==> src/rtl/sal_cmd_sched.sv <==
// Channel command scheduler: arbitrates per-bank ACT/RD/WR/PRE/REF requests under
// inter-bank timing limits and issues one registered DRAM command per cycle.
module sal_cmd_sched #(
    parameter int unsigned NUM_BANKS = 4,
    parameter int unsigned BA_W      = 2,
    parameter int unsigned RA_W      = 16,
    parameter int unsigned CA_W      = 10,
    parameter int unsigned ID_W      = 4,
    parameter int unsigned LEN_W     = 4,
    parameter int unsigned TW        = 8
) (
    input  logic                       clk,
    input  logic                       rst_n,
    input  logic [TW-1:0]              t_rrd_i,
    input  logic [TW-1:0]              t_ccd_i,
    input  logic [TW-1:0]              t_wtr_i,
    input  logic [TW-1:0]              t_rtw_i,
    input  logic [NUM_BANKS-1:0]       act_req_i,
    input  logic [NUM_BANKS-1:0]       rd_req_i,
    input  logic [NUM_BANKS-1:0]       wr_req_i,
    input  logic [NUM_BANKS-1:0]       pre_req_i,
    input  logic [NUM_BANKS-1:0]       ref_req_i,
    input  logic [NUM_BANKS*RA_W-1:0]  ra_i,
    input  logic [NUM_BANKS*CA_W-1:0]  ca_i,
    input  logic [NUM_BANKS*ID_W-1:0]  id_i,
    input  logic [NUM_BANKS*LEN_W-1:0] len_i,
    output logic [NUM_BANKS-1:0]       act_gnt_o,
    output logic [NUM_BANKS-1:0]       rd_gnt_o,
    output logic [NUM_BANKS-1:0]       wr_gnt_o,
    output logic [NUM_BANKS-1:0]       pre_gnt_o,
    output logic [NUM_BANKS-1:0]       ref_gnt_o,
    output logic                       cmd_valid_o,
    output logic [2:0]                 cmd_o,
    output logic [BA_W-1:0]            cmd_ba_o,
    output logic [RA_W-1:0]            cmd_ra_o,
    output logic [CA_W-1:0]            cmd_ca_o,
    output logic [ID_W-1:0]            cmd_id_o,
    output logic [LEN_W-1:0]           cmd_len_o
);

    typedef enum logic [2:0] {
        CMD_NOP = 3'd0,
        CMD_ACT = 3'd1,
        CMD_RD  = 3'd2,
        CMD_WR  = 3'd3,
        CMD_PRE = 3'd4,
        CMD_REF = 3'd5
    } cmd_e;

    logic [TW-1:0]   rrd_cnt, ccd_cnt, wtr_cnt, rtw_cnt;
    logic [BA_W-1:0] cas_ptr, act_ptr, pre_ptr, ref_ptr;

    logic [RA_W-1:0]  ra_a  [NUM_BANKS];
    logic [CA_W-1:0]  ca_a  [NUM_BANKS];
    logic [ID_W-1:0]  id_a  [NUM_BANKS];
    logic [LEN_W-1:0] len_a [NUM_BANKS];

    logic                 act_ok, rd_ok, wr_ok;
    logic [NUM_BANKS-1:0] cas_elig, act_elig;
    logic [BA_W:0]        cas_pick, act_pick, pre_pick, ref_pick;

    cmd_e             nxt_cmd;
    logic [BA_W-1:0]  sel_ba;
    logic             nxt_cas;
    logic [RA_W-1:0]  nxt_ra;
    logic [CA_W-1:0]  nxt_ca;
    logic [ID_W-1:0]  nxt_id;
    logic [LEN_W-1:0] nxt_len;

    // First requesting bank at or after ptr, wrapping; MSB flags a hit.
    function automatic logic [BA_W:0] rr_pick(input logic [NUM_BANKS-1:0] req,
                                              input logic [BA_W-1:0] ptr);
        logic [BA_W:0]   res;
        logic [BA_W-1:0] idx;
        res = '0;
        for (int i = NUM_BANKS - 1; i >= 0; i--) begin
            idx = ptr + BA_W'(i);
            if (req[idx]) res = {1'b1, idx};
        end
        return res;
    endfunction

    // Counter reload value t-1, clamped so 0 and 1 both mean back-to-back.
    function automatic logic [TW-1:0] ld_val(input logic [TW-1:0] t);
        return (t == '0) ? '0 : t - TW'(1);
    endfunction

    always_comb begin
        for (int b = 0; b < NUM_BANKS; b++) begin
            ra_a[b]  = ra_i[b*RA_W +: RA_W];
            ca_a[b]  = ca_i[b*CA_W +: CA_W];
            id_a[b]  = id_i[b*ID_W +: ID_W];
            len_a[b] = len_i[b*LEN_W +: LEN_W];
        end
    end

    assign act_ok   = (rrd_cnt == '0);
    assign rd_ok    = (ccd_cnt == '0) && (wtr_cnt == '0);
    assign wr_ok    = (ccd_cnt == '0) && (rtw_cnt == '0);
    // A bank showing both RD and WR is treated as RD only.
    assign cas_elig = (rd_req_i & {NUM_BANKS{rd_ok}})
                    | (wr_req_i & ~rd_req_i & {NUM_BANKS{wr_ok}});
    assign act_elig = act_req_i & {NUM_BANKS{act_ok}};

    assign cas_pick = rr_pick(cas_elig,  cas_ptr);
    assign act_pick = rr_pick(act_elig,  act_ptr);
    assign pre_pick = rr_pick(pre_req_i, pre_ptr);
    assign ref_pick = rr_pick(ref_req_i, ref_ptr);

    // Class arbitration CAS > ACT > PRE > REF and grant decode.
    always_comb begin
        act_gnt_o = '0;
        rd_gnt_o  = '0;
        wr_gnt_o  = '0;
        pre_gnt_o = '0;
        ref_gnt_o = '0;
        nxt_cmd   = CMD_NOP;
        sel_ba    = '0;
        if (cas_pick[BA_W]) begin
            sel_ba = cas_pick[BA_W-1:0];
            if (rd_req_i[sel_ba]) begin
                nxt_cmd          = CMD_RD;
                rd_gnt_o[sel_ba] = 1'b1;
            end else begin
                nxt_cmd          = CMD_WR;
                wr_gnt_o[sel_ba] = 1'b1;
            end
        end else if (act_pick[BA_W]) begin
            sel_ba            = act_pick[BA_W-1:0];
            nxt_cmd           = CMD_ACT;
            act_gnt_o[sel_ba] = 1'b1;
        end else if (pre_pick[BA_W]) begin
            sel_ba            = pre_pick[BA_W-1:0];
            nxt_cmd           = CMD_PRE;
            pre_gnt_o[sel_ba] = 1'b1;
        end else if (ref_pick[BA_W]) begin
            sel_ba            = ref_pick[BA_W-1:0];
            nxt_cmd           = CMD_REF;
            ref_gnt_o[sel_ba] = 1'b1;
        end
    end

    assign nxt_cas = (nxt_cmd == CMD_RD) || (nxt_cmd == CMD_WR);
    assign nxt_ra  = (nxt_cmd != CMD_NOP && !nxt_cas) ? ra_a[sel_ba] : '0;
    assign nxt_ca  = nxt_cas ? ca_a[sel_ba] : '0;
    assign nxt_len = nxt_cas ? len_a[sel_ba] : '0;
    assign nxt_id  = (nxt_cmd != CMD_NOP) ? id_a[sel_ba] : '0;

    always_ff @(posedge clk or negedge rst_n) begin
        if (!rst_n) begin
            cmd_valid_o <= 1'b0;
            cmd_o       <= CMD_NOP;
            cmd_ba_o    <= '0;
            cmd_ra_o    <= '0;
            cmd_ca_o    <= '0;
            cmd_id_o    <= '0;
            cmd_len_o   <= '0;
        end else begin
            cmd_valid_o <= (nxt_cmd != CMD_NOP);
            cmd_o       <= nxt_cmd;
            cmd_ba_o    <= sel_ba;
            cmd_ra_o    <= nxt_ra;
            cmd_ca_o    <= nxt_ca;
            cmd_id_o    <= nxt_id;
            cmd_len_o   <= nxt_len;
        end
    end

    // Timing counters: reload on the constraining grant, else count down to zero.
    always_ff @(posedge clk or negedge rst_n) begin
        if (!rst_n) begin
            rrd_cnt <= '0;
            ccd_cnt <= '0;
            wtr_cnt <= '0;
            rtw_cnt <= '0;
        end else begin
            if (nxt_cmd == CMD_ACT)  rrd_cnt <= ld_val(t_rrd_i);
            else if (rrd_cnt != '0)  rrd_cnt <= rrd_cnt - TW'(1);
            if (nxt_cas)             ccd_cnt <= ld_val(t_ccd_i);
            else if (ccd_cnt != '0)  ccd_cnt <= ccd_cnt - TW'(1);
            if (nxt_cmd == CMD_WR)   wtr_cnt <= ld_val(t_wtr_i);
            else if (wtr_cnt != '0)  wtr_cnt <= wtr_cnt - TW'(1);
            if (nxt_cmd == CMD_RD)   rtw_cnt <= ld_val(t_rtw_i);
            else if (rtw_cnt != '0)  rtw_cnt <= rtw_cnt - TW'(1);
        end
    end

    always_ff @(posedge clk or negedge rst_n) begin
        if (!rst_n) begin
            cas_ptr <= '0;
            act_ptr <= '0;
            pre_ptr <= '0;
            ref_ptr <= '0;
        end else begin
            if (nxt_cas)             cas_ptr <= sel_ba + BA_W'(1);
            if (nxt_cmd == CMD_ACT)  act_ptr <= sel_ba + BA_W'(1);
            if (nxt_cmd == CMD_PRE)  pre_ptr <= sel_ba + BA_W'(1);
            if (nxt_cmd == CMD_REF)  ref_ptr <= sel_ba + BA_W'(1);
        end
    end

endmodule
==> config.mk <==
export PLATFORM = sky130hd
export DESIGN_NAME = sal_cmd_sched
export DESIGN_NICKNAME = d
export VERILOG_FILES = /design/src/rtl/sal_cmd_sched.sv
export SDC_FILE = /design/constraint.sdc
export NUM_CORES = 1
export LEC_CHECK = 0
export CAP_MARGIN = 20
export CORE_UTILIZATION = 46
export CTS_CLUSTER_SIZE = 8
export DETAILED_ROUTE_END_ITERATION = 16
export HOLD_SLACK_MARGIN = 0.08
export PLACE_DENSITY = 0.87
export SLEW_MARGIN = 5
export SYNTH_ARGS = -nofsm -noshare
export SYNTH_HDL_FRONTEND = slang
export SYNTH_SLANG_ARGS = --single-unit
==> constraint.sdc <==
create_clock -name clk -period 7.97 [get_ports clk]
set_input_delay 1.1955 -clock clk [delete_from_list [all_inputs] [get_ports clk]]
set_output_delay 1.1955 -clock clk [all_outputs]
set_load 0.01 [all_outputs]
Word level (Yosys, flattened, before mapping)
Index checks and enable logic that the tools add are counted.
{ "totals": {"reg_bits": 80, "in_bits": 190, "out_inout_bits": 60, "wordCells": 207} }
{ "classes": {"n_eq_ne": 5, "reduce_logical": 26, "bitwise_logic": 7, "addsub": 21, "order_cmp": 25, "mux": 108} }
{ "ops": {"columns": ["op", "n"], "rows": [
  ["8-bit 2-to-1 mux", 12],
  ["4-bit 2-to-1 mux", 19],
  ["8-bit zero test", 8],
  ["8-bit by 1-bit subtractor with 8-bit output (second input constant)", 8],
  ["2-bit by 3-bit less-than comparator with 1-bit output (second input constant)", 20],
  ["3-bit 2-to-1 mux", 20],
  ["16-bit 2-to-1 mux", 3],
  ["1-bit binary-select mux with 2-bit select", 17],
  ["16-bit binary-select mux with 2-bit select", 1],
  ["8-bit nonzero test", 4],
  ["10-bit 2-to-1 mux", 3],
  ["1-bit 2-to-1 mux", 22],
  ["10-bit binary-select mux with 2-bit select", 1],
  ["2-bit adder (second input constant)", 8],
  ["4-bit bitwise AND", 4],
  ["4-bit binary-select mux with 2-bit select", 2],
  ["2-bit by 1-bit adder with 2-bit output (second input constant)", 5],
  ["1-bit demux with 2-bit select", 4],
  ["2-bit by 1-bit >= comparator with 1-bit output (second input constant)", 4],
  ["2-bit 2-to-1 mux", 4],
  ["2-bit nonzero test", 4],
  ["1-bit logical AND", 7],
  ["3-bit by 2-bit equality test with 1-bit output (second input constant)", 2],
  ["3-bit equality test (second input constant)", 2],
  ["other kinds (8)", 8]
]} }

Depth between registers and ports, before layout
Gate-level depths: netlist (run 1).
{ "depth": {"word_depth": 19, "mapped_depth": 12, "ltp_nobuf": 11} }

Least setup slack after synthesis (run 1)
Ideal clock, no wire load.
{ "synth_timing": {"path_type": "input to output", "startpoint": "input port wr_req_i[0]", "endpoint": "output port rd_gnt_o[0]", "cell_stages": 10, "t_arrival_ns": 3.318, "slack_ns": 3.456, "path_buffers": 2, "t_required_ns": 6.775, "cell_sequence": "or4bb_1 > nor3_2 > o21ai_1 > a211o_1 > and2_1 > buf_4 > o211ai_1 > nand3_1 > buf_4 > nor3_1"} }
{ "synth_via": {"elab_chain_len": 15, "word_cells_on_any_way": 24, "cone_classes": "2 x order compare; 18 x mux; 3 x bitwise; 1 x reduce/logical"} }
{ "synth_lines": {"columns": ["element", "line_no", "source"], "rows": [
  ["start, declared", "20", "input logic [NUM_BANKS-1:0] wr_req_i,"],
  ["4-bit bitwise AND * (2 in a row)", "102", "| (wr_req_i & ~rd_req_i & {NUM_BANKS{wr_ok}});"],
  ["4-bit OR *", "102", null],
  ["1-bit binary-select mux with 2-bit select", "78", "if (req[idx]) res = {1'b1, idx};"],
  ["1-bit 2-to-1 mux (implied by the code)", "78", null],
  ["3-bit 2-to-1 mux (3 in a row)", "78", null],
  ["3-bit 2-to-1 mux *", "78", null],
  ["2-bit by 3-bit less-than comparator with 1-bit output (implied by the code) or 2-bit by 1-bit >= comparator with 1-bit output (tied branches)", "123", "rd_gnt_o[sel_ba] = 1'b1;"],
  ["1-bit logical AND (implied by the code)", "123", null],
  ["1-bit 2-to-1 mux (implied by the code)", "123", null],
  ["1-bit demux with 2-bit select", "123", null],
  ["4-bit 2-to-1 mux", "121", "if (rd_req_i[sel_ba]) begin"],
  ["4-bit 2-to-1 mux *", "119", "if (cas_pick[BA_W]) begin"],
  ["end, declared", "28", "output logic [NUM_BANKS-1:0] rd_gnt_o,"]
]} }
Every way passes the cells marked *; elsewhere a longest branch is shown, timed or not. The select of a mux whose other input is x is not followed.

Worst setup path in the final report (run 1)
Ends and elaborated chain as after synthesis.

==> metrics.md, run 1 <==
| Metric | Value |
|---|---|
| Die area | `12790 um^2` |
| Core Util, Final | `0.7142` |
| Yosys warns | `0` |
| Distinct cells, synth | `between 60 and 70` |
| Filler cells | `912` |
| Hold Buf Count CTS | `0` |
| Cells after DPL | `990` |
| Area Overhead vs Synth | `51.05%` |
| Element type at the critical path end | `primary output` |
| Worst path cell trace | `clkdlybuf4s50_1 -> or4bb_1 -> nor3_2 -> o21ai_1 -> a211o_1 -> and2_1 -> buf_4 -> o211ai_1 -> nand3_1 -> nor3_1 -> clkdlybuf4s50_1` |
| Starting Density | `0.4728` |
| Worst setup SP type | `input port` |
| Reg clk slew, reported paths | `0.06 ns` |
| Setup crit start | `wr_req_i[0]` |
| Die Y | `113.1 um` |
| Syn_area_per_cell | `9.280 um^2` |
| Clock Path Buffers | `2` |
| Worst hold path class | `flop to flop` |
| RR Startpoint | `wtr_cnt[0]` |
| Post-synth EDFFs | `0` |
| HPWL after DPL | `14.76 mm` |
| GP Congestion | `1.003` |
| Core area | `12010 um^2` |
| # rows | `40` |
| Commonest non-fill, non-tap cell in the layout | `clkdlybuf4s50_1` |
| CP max FO | `23` |
| # setup viols final | `0` |
| Post-DP Area | `between 8000 and 9000 um^2` |
| Layout cells sized above 1 | `0.06860` |
| Worst path slowest cell | `clkdlybuf4s50_1` |
| Worst Hold Launch | `ref_ptr[0]` |
| Vias per Instance | `5.801` |
| Initial antenna violation count | `0` |
| Layout net count | `1058` |
| Clk sink count | `80` |
| Ant diodes | `0` |
| Crit path required time | `6.77 ns` |
| Post-Syn Instances | `612` |
| Max Transition Viols Final | `0` |
| Syn Nets | `814` |
| Max_cap viols | `0` |
| Primary FF master, synth | `dfrtp_1` |
| Setup tns final | `0 ns` |
| DR vias | `5842` |
| Hold violation total from the final report | `0` |
| Post-Syn Area | `5679 um^2` |
| Slew HR | `0.3548` |
| Non-Filler Instances | `around 1000` |
| DRC viols | `0` |
| Die Wd | `between 100 and 150 um` |
| Design area | `8578 um^2` |
| WP data arrival | `4.98 ns` |
| Flops & latches, synth | `80` |
| Final min period | `about 6.2 ns` |
| Clk root buf | `clkbuf_16` |
| Vias in the first global route | `between 5000 and 6000` |
| Largest delay contributor family on the critical path | `simple AND/OR/NAND/NOR gates` |
| TritonCTS Buffers | `9` |
| Outcome | `finished, final reports clean` |
| Crit path buf inv count | `3` |
| RSZ-0062 raised after global routing | `no` |
| Seq/Total Area, Yosys | `0.3525` |
| Measured slew at the worst slew-check pin | `0.9678 ns` |
| Post-DRT Antenna Nets | `0` |
| Max IR drop VDD | `0.0001233 V` |
| GRT Residual Overflow | `0` |
| Fmax | `161.9 MHz` |
| PortBufs | `approximately 250` |
| Worst skew pair latency | `0.34 ns` |
| Max incr delay on CP | `0.57 ns` |
| Post-CTS setup buffer count | `0` |
| GRT Util Overall | `0.2947` |
| First-pass GRT wire length | `29.37 mm` |
| Drt total wl | `18.67 mm` |
| Worst path most repeated cell | `clkdlybuf4s50_1` |
| Power Density | `182.4 nW/um^2` |
| Tcrit/Tclk final | `0.7751` |
| Static Leakage | `3.553 nW` |
| Hold slack | `0.5374 ns` |
| Clock Skew | `0.01230 ns` |
| Largest net degree at the start of global routing | `81` |
| CTS tree | `done` |
| Most frequent cells in the layout | `clkdlybuf4s50_1, dfrtp_1, mux2i_1` |
| Post-CTS sizing | `0` |
| Clock H-tree levels | `3` |
| DRT Pass-1 Iters | `7` |
| Drt wl/cell | `18.54 um` |
| First DRT Iteration DRCs | `353` |
| Critical path type | `input port to primary output` |
| Ys async rst share | `1.000` |
| Ports | `250` |
## layout make-up
cell class	instances	area (um^2)	area share
clock buffer	12	246.5	0.02873
clock inverter	3	42.54	0.004959
inverter	32	120.1	0.01400
multi-input combinational	477	3421	0.3988
sequential	80	2002	0.2334
tap	147	183.9	0.02144
timing repair buffer	256	2562	0.2987
## layer usage
layer  GRT usage  part of all wire  vias up
met2      0.5162              0.50      281
li1            -                 -     2722
met1      0.3620              0.41     2802
met5           0                 0        -
met4      0.1070             0.027        0
met3     0.05410             0.070       37
## registers in the layout (all words and copies together), names as in the netlist, 3 cells and up
signal     cells
ccd_cnt        8
cmd_ca_o      10
cmd_id_o       4
cmd_len_o      4
cmd_o          3
cmd_ra_o      16
rrd_cnt        8
rtw_cnt        8
wtr_cnt        8
## per-stage QoR
step           power (mW)  worst slack [ns]
2_1_floorplan      0.8625             3.456
3_3_place_gp        1.136             1.906
3_5_place_dp        1.153             1.795
4_1_cts             1.566             1.790
5_1_grt             1.632             1.595
6_report            1.565             1.792
## final timing paths
kind | to | slack, ns | cells after the start
worst max-delay path | rd_gnt_o[0] | 1.79 | 11
worst min-delay path | ref_ptr[0] | 0.54 | 1
worst max register to register | cmd_id_o[0] | 3.92 | 12
worst min register to register | ref_ptr[0] | 0.54 | 1
max in group asynchronous | wtr_cnt[1] | 6.64 | 2
min in group asynchronous | rtw_cnt[4] | 0.74 | 1
## Yosys cell counts, drive strengths merged (15+ instances only)
master  instances  area share
inv            32       0.021
nor3           23       0.024
xor2           15       0.023
nand2          51       0.034
nand2b         23       0.025
nor2           45       0.030
mux2i          77        0.14
xnor2          21       0.032
buf            19       0.023
o22ai          30       0.033
a21oi          39       0.036
dfrtp          80        0.35
## report_power, final
part           internal [mW]  switching (mW)
Combinational          0.329           0.306
Sequential             0.478          0.0421
Clock                  0.249           0.160
Total                   1.06           0.508
## logic make-up (layout without fill, tap and decap cells)
| family | Yosys count | in the layout | share of synthesized area |
|---|---|---|---|
| XOR/XNOR | 36 | 36 | 0.05552 |
| adder cells (fa/ha/maj) | 12 | 12 | 0.02644 |
| AND/OR/NAND/NOR | 216 | 216 | 0.2014 |
| buffers and inverters | 55 | 303 | 0.04714 |
| AO/OA/AOI/OAI | 130 | 130 | 0.1688 |
| multiplexers | 83 | 83 | 0.1483 |
| flip-flops | 80 | 80 | 0.3525 |
Power figures use the tool's default switching activity.
==> run 2, diff against run 1 <==
--- a/config.mk
+++ b/config.mk
@@ -6,11 +6,11 @@
 export NUM_CORES = 1
 export LEC_CHECK = 0
 export CAP_MARGIN = 20
-export CORE_UTILIZATION = 46
+export CORE_UTILIZATION = 43
 export CTS_CLUSTER_SIZE = 8
 export DETAILED_ROUTE_END_ITERATION = 16
 export HOLD_SLACK_MARGIN = 0.08
-export PLACE_DENSITY = 0.87
+export PLACE_DENSITY = 0.82
 export SLEW_MARGIN = 5
 export SYNTH_ARGS = -nofsm -noshare
 export SYNTH_HDL_FRONTEND = slang
==> constraint.sdc (replaced) <==
create_clock -name clk -period 6.4 [get_ports clk]
set_input_delay 0.96 -clock clk [delete_from_list [all_inputs] [get_ports clk]]
set_output_delay 0.96 -clock clk [all_outputs]
set_load 0.01 [all_outputs]
==> metrics.md, run 2 (synthesis gave the netlist of run 1 again) <==
| Metric | Value |
|---|---|
| Die Wd | `116.9 um (+3.4%)` |
| Ports | `250 (unchanged)` |
| Die area | `13670 um^2 (+6.9%)` |
| Setup crit start | `wr_req_i[0]` |
| CP max FO | `23 (unchanged)` |
| Tcrit/Tclk final | `0.8119` |
| Fmax | `about 190 MHz` |
| Ant diodes | `0 (unchanged)` |
| Clock Skew | `0.007459 ns (-0.004845 ns)` |
| Layout net count | `1061 (+0.28%)` |
| Max IR drop VDD | `0.0001596 V (+29%)` |
| Post-DP Area | `8315 um^2 (+0.74%)` |
| Commonest non-fill, non-tap cell in the layout | `clkdlybuf4s50_1` |
| Critical path type | `input port to primary output` |
| Element type at the critical path end | `primary output` |
| Setup tns final | `0 ns (unchanged)` |
| R2r endpoint | `cmd_ra_o[3]` |
| Largest net degree at the start of global routing | `81 (unchanged)` |
| DRT Pass-1 Iters | `5 (-2)` |
| PortBufs | `249 (unchanged)` |
| Largest registers | `cmd_ra_o x16, cmd_ca_o x10` |
| Die Y | `116.9 um (+3.4%)` |
| WP data arrival | `4.24 ns (-0.74 ns)` |
| Post-DRT Antenna Nets | `0 (unchanged)` |
| Crit path to | `wr_gnt_o[2]` |
| # rows | `41 (+2.5%)` |
| Drt total wl | `18.34 mm (-1.8%)` |
| Slew HR | `0.5327 (+0.1780)` |
| Cell count of the worst reg-to-reg path | `12 (unchanged)` |
| CTS tree | `done` |
| TritonCTS Buffers | `9 (unchanged)` |
| DR vias | `5639 (-3.5%)` |
| Drt wl/cell | `17.70 um (-4.5%)` |
| DRC viols | `0 (unchanged)` |
| HPWL after DPL | `14.37 mm (-2.7%)` |
| Vias per Instance | `5.443 (-6.2%)` |
| Max Transition Viols Final | `0 (unchanged)` |
| Outcome | `finished, final reports clean` |
| Crit path required time | `5.44 ns (-1.33 ns)` |
| Most frequent cells in the layout | `clkdlybuf4s50_1, dfrtp_1, mux2i_1` |
| GRT Util Overall | `0.2599 (-0.03481)` |
| Measured slew at the worst slew-check pin | `0.6993 ns (-0.2685 ns)` |
| Static Leakage | `3.587 nW (+0.95%)` |
| Core area | `12770 um^2 (+6.3%)` |
| Reg area | `2002 um^2 (unchanged)` |
| Starting Density | `0.4446 (-0.02820)` |
| Post-CTS setup buffer count | `0 (unchanged)` |
| First DRT Iteration DRCs | `257 (-27%)` |
| Worst hold path class | `input port to async pin` |
| Reg clk slew, reported paths | `0.06 ns (about the same)` |
| Clk root buf | `clkbuf_16` |
| Max reg flops | `16 (unchanged)` |
| RR Startpoint | `wtr_cnt[0]` |
| Filler cells | `992 (+8.8%)` |
| Initial antenna violation count | `0 (unchanged)` |
| Power Density | `230.5 nW/um^2 (+26%)` |
| Post-CTS sizing | `0 (unchanged)` |
| Max_cap viols | `0 (unchanged)` |
| Layout cells sized above 1 | `0.07523 (+0.006627)` |
| Worst setup SP type | `input port` |
| Clock H-tree levels | `3 (unchanged)` |
| Vias in the first global route | `5625 (-3.6%)` |
| Hold Buf Count CTS | `0 (unchanged)` |
| GP Congestion | `0.8792 (-12%)` |
| R2R setup slack | `2.42 ns (-1.50 ns)` |
| # setup viols final | `0 (unchanged)` |
| Area of the multi-input gates | `3421 um^2 (unchanged)` |
| Clk sink count | `80 (unchanged)` |
| Design area | `8672 um^2 (+1.1%)` |
| Clock Path Buffers | `2 (unchanged)` |
| Largest Register | `cmd_ra_o` |
| Hold slack | `0.5386 ns (+0.001177 ns)` |
| Hold violation total from the final report | `0 (unchanged)` |
| Final min period | `5.196 ns` |
| RSZ-0062 raised after global routing | `no` |
| GRT Residual Overflow | `0 (unchanged)` |
| Worst skew pair latency | `0.34 ns (about the same)` |
| Area Overhead vs Synth | `52.70%` |
| First-pass GRT wire length | `27.32 mm (-7.0%)` |
-- run 2: area by class of cell --
cell class / count / share of cell area
clock buffer: 10 / 0.02756
inverter: 32 / 0.01385
multi-input combinational: 477 / 0.3945
sequential: 80 / 0.2308
timing repair buffer: 259 / 0.2981
tap: 172 / 0.02482
clock inverter: 6 / 0.01039
-- run 2: how the worst min path moves through the flow --
stage          startpoint    endpoint  slack [ns]
6_report            rst_n  rrd_cnt[3]        0.54
5_1_grt             rst_n  rrd_cnt[0]        0.56
4_1_cts        act_ptr[0]  act_ptr[0]        0.55
3_5_place_dp   ref_ptr[0]  ref_ptr[0]        0.53
3_3_place_gp   ref_ptr[0]  ref_ptr[0]        0.51
2_1_floorplan  ref_ptr[0]  ref_ptr[0]        0.49
-- run 2: routing by layer --
layer / share of wire / wire (um) / GRT usage / up-vias
met1: 0.42 / 7633 / 0.3175 / 2672
met3: 0.062 / 1130 / 0.04377 / 29
met4: 0.021 / 391 / 0.09114 / 0
met2: 0.50 / 9185 / 0.4623 / 210
met5: 0 / 0 / 0 / -
li1: - / - / - / 2728
-- run 2: worst max-delay path: stages --
cell and delay (ns):
clkdlybuf4s50_1 0.47, or4bb_1 0.52, nor3_2 0.22, o21ai_1 0.09, a211o_1 0.36, and2_1 0.17
buf_4 0.24, o211ai_1 0.24, a21oi_1 0.09, buf_4 0.20, and3_1 0.20, clkdlybuf4s50_1 0.47
-- run 2: power breakdown --
part | switching [mW] | leakage [nW] | internal, mW
clock | 0.215 | 0.159 | 0.355
combinational | 0.372 | 2.46 | 0.409
sequential | 0.0526 | 0.964 | 0.595
-- run 2: metrics by stage --
step / cells / utilization / worst slack [ns] / total power, mW
floorplan: 612 / - / 2.357 / 1.074
global placement: 1019 / 0.6510 / 1.246 / 1.405
detailed placement: 1019 / 0.6510 / 1.219 / 1.429
CTS: 1035 / 0.6768 / 1.209 / 2.003
global route: 1036 / 0.6789 / 0.9458 / 2.097
finish: 1036 / 0.6789 / 1.204 / 1.999
==> run 3, diff against run 2 <==
==> constraint.sdc (replaced) <==
create_clock -name clk -period 5.23 [get_ports clk]
set_input_delay 0.7845 -clock clk [delete_from_list [all_inputs] [get_ports clk]]
set_output_delay 0.7845 -clock clk [all_outputs]
set_load 0.01 [all_outputs]
==> metrics.md, run 3 (synthesis gave the netlist of run 1 again) <==
| Metric | Value |
|---|---|
| TritonCTS Buffers | `9 (unchanged)` |
| Initial antenna violation count | `0 (unchanged)` |
| DRC viols | `0 (unchanged)` |
| Die Wd | `116.9 um (unchanged)` |
| Clock Path Buffers | `2 (unchanged)` |
| DRT Pass-1 Iters | `5 (unchanged)` |
| Worst path most repeated cell | `clkdlybuf4s50_1` |
| Element type at the critical path end | `primary output` |
| Final min period | `between 4 and 5 ns` |
| Core Util, Final | `0.6801 (+0.001175)` |
| Largest registers | `cmd_ra_o x16, cmd_ca_o x10` |
| Critical path type | `input port to primary output` |
| Max IR drop VDD | `0.0001880 V (+18%)` |
| Ant diodes | `0 (unchanged)` |
| Largest Register | `cmd_ra_o` |
| Measured slew at the worst slew-check pin | `0.6986 ns (-0.0007126 ns)` |
| Worst hold path class | `input port to async pin` |
| First-pass GRT wire length | `27.58 mm (+0.93%)` |
| Slew HR | `0.5339 (+0.001199)` |
| Worst path slowest cell | `clkdlybuf4s50_1` |
| Tcrit/Tclk final | `0.8714` |
| PortBufs | `249 (unchanged)` |
| GRT Util Overall | `0.2675 (+0.007596)` |
| First DRT Iteration DRCs | `276 (+7.4%)` |
| # setup viols final | `0 (unchanged)` |
| Drt total wl | `18.61 mm (+1.5%)` |
| Area of the multi-input gates | `3421 um^2 (unchanged)` |
| Core area | `12770 um^2 (unchanged)` |
| Static Leakage | `3.593 nW (+0.19%)` |
| Setup tns final | `0 ns (unchanged)` |
| Layout net count | `1060 (-0.094%)` |
| Post-DRT Antenna Nets | `0 (unchanged)` |
| Vias per Instance | `5.465 (+0.40%)` |
| GP Congestion | `0.8900 (+1.2%)` |
| Post-CTS setup buffer count | `0 (unchanged)` |
| Max_cap viols | `0 (unchanged)` |
| Fmax | `between 200 and 250 MHz` |
| Crit path buf inv count | `2 (-2)` |
| Max reg flops | `16 (unchanged)` |
| DR vias | `5656 (+0.30%)` |
| Worst path cell trace | `clkdlybuf4s50_1 -> or4bb_1 -> nor3_2 -> nor2_1 -> o32a_1 -> and2_1 -> nand3b_1 -> a21oi_1 -> and3_1 -> clkdlybuf4s50_1` |
| Die Y | `116.9 um (unchanged)` |
| CTS tree | `done` |
| Filler cells | `979 (-1.3%)` |
| Largest delay contributor family on the critical path | `simple AND/OR/NAND/NOR gates` |
| Worst skew pair latency | `0.35 ns (about the same)` |
| Reg clk slew, reported paths | `0.07 ns (about the same)` |
| RSZ-0062 raised after global routing | `no` |
| Clk sink count | `80 (unchanged)` |
| Vias in the first global route | `5505 (-2.1%)` |
| Starting Density | `0.4446 (unchanged)` |
| WP data arrival | `3.77 ns (-0.47 ns)` |
| Clk root buf | `clkbuf_16` |
| Outcome | `finished, final reports clean` |
| Max incr delay on CP | `0.53 ns (about the same)` |
| Crit path required time | `4.45 ns (-0.99 ns)` |
| Clock H-tree levels | `3 (unchanged)` |
| Area Overhead vs Synth | `52.96%` |
| Worst setup SP type | `input port` |
| HPWL after DPL | `14.77 mm (+2.8%)` |
| Max Transition Viols Final | `0 (unchanged)` |
| Post-CTS sizing | `0 (unchanged)` |
| Hold Buf Count CTS | `0 (unchanged)` |
| Layout cells sized above 1 | `0.07416 (-0.001072)` |
| Power Density | `285.6 nW/um^2 (+24%)` |
| Reg area | `2002 um^2 (unchanged)` |
| CP max FO | `5 (-78%)` |
| Die area | `13670 um^2 (unchanged)` |
| Most frequent cells in the layout | `clkdlybuf4s50_1, dfrtp_1, mux2i_1` |
| Clock Skew | `0.009134 ns (+0.001675 ns)` |
| Drt wl/cell | `17.98 um (+1.6%)` |
| Commonest non-fill, non-tap cell in the layout | `clkdlybuf4s50_1` |
| # rows | `41 (unchanged)` |
| Largest net degree at the start of global routing | `81 (unchanged)` |
| Ports | `250 (unchanged)` |
| Hold violation total from the final report | `0 (unchanged)` |
| GRT Residual Overflow | `0 (unchanged)` |
run 3: metal layers:
metal | GRT usage | part of all wire
met1 | 0.3265 | 0.41
met2 | 0.4592 | 0.49
met3 | 0.05664 | 0.069
met4 | 0.1114 | 0.027
met5 | 0 | 0
run 3: through the flow:
| stage | area (um^2) | hold WS [ns] | setup slack (ns) | std cells | power (mW) |
|---|---|---|---|---|---|
| after floorplan | 5679 | 0.4864 | 1.538 | 612 | 1.314 |
| after global placement | 8320 | 0.5075 | 0.7512 | 1018 | 1.728 |
| after detailed placement | 8320 | 0.5139 | 0.7018 | 1018 | 1.763 |
| after CTS | 8660 | 0.5318 | 0.6842 | 1034 | 2.487 |
| after global routing | 8687 | 0.4041 | 0.4260 | 1035 | 2.598 |
| final | 8687 | 0.3656 | 0.6728 | 1035 | 2.481 |
run 3: final cells by class:
cell class                 instances  share of cell area
multi-input combinational        477              0.3938
timing repair buffer             258              0.2981
sequential                        80              0.2304
clock buffer                      11             0.02909
tap                              172             0.02477
inverter                          32             0.01383
clock inverter                     5            0.009938
run 3: worst paths after layout:
kind / cells past startpoint / slack, ns / to / from
worst min register to register: 1 / 0.53 / ref_ptr[0] / ref_ptr[0]
worst max register to register: 9 / 1.49 / cmd_ca_o[4] / ccd_cnt[2]
worst max-delay path: 10 / 0.67 / wr_gnt_o[0] / wr_req_i[0]
worst min-delay path: 1 / 0.37 / rrd_cnt[0] / rst_n
max in group asynchronous: 2 / 4.27 / cmd_ca_o[6] / rst_n
min in group clk: 1 / 0.53 / ref_ptr[0] / ref_ptr[0]
run 3: report_power, final:
part           internal (mW)  total [mW]  switching, mW
clock network          0.448       0.717          0.269
logic                  0.504       0.970          0.466
registers              0.729       0.793         0.0647
run 3: worst reg2reg max path: stages (launching register included):
cell and delay, ns:
dfrtp_1 0.41, or3_1 0.39, or2_2 0.32, nor4b_2 0.61
o41ai_4 0.27, buf_4 0.27, o21bai_2 0.59, buf_4 0.40
a21oi_1 0.11, a221oi_2 0.27
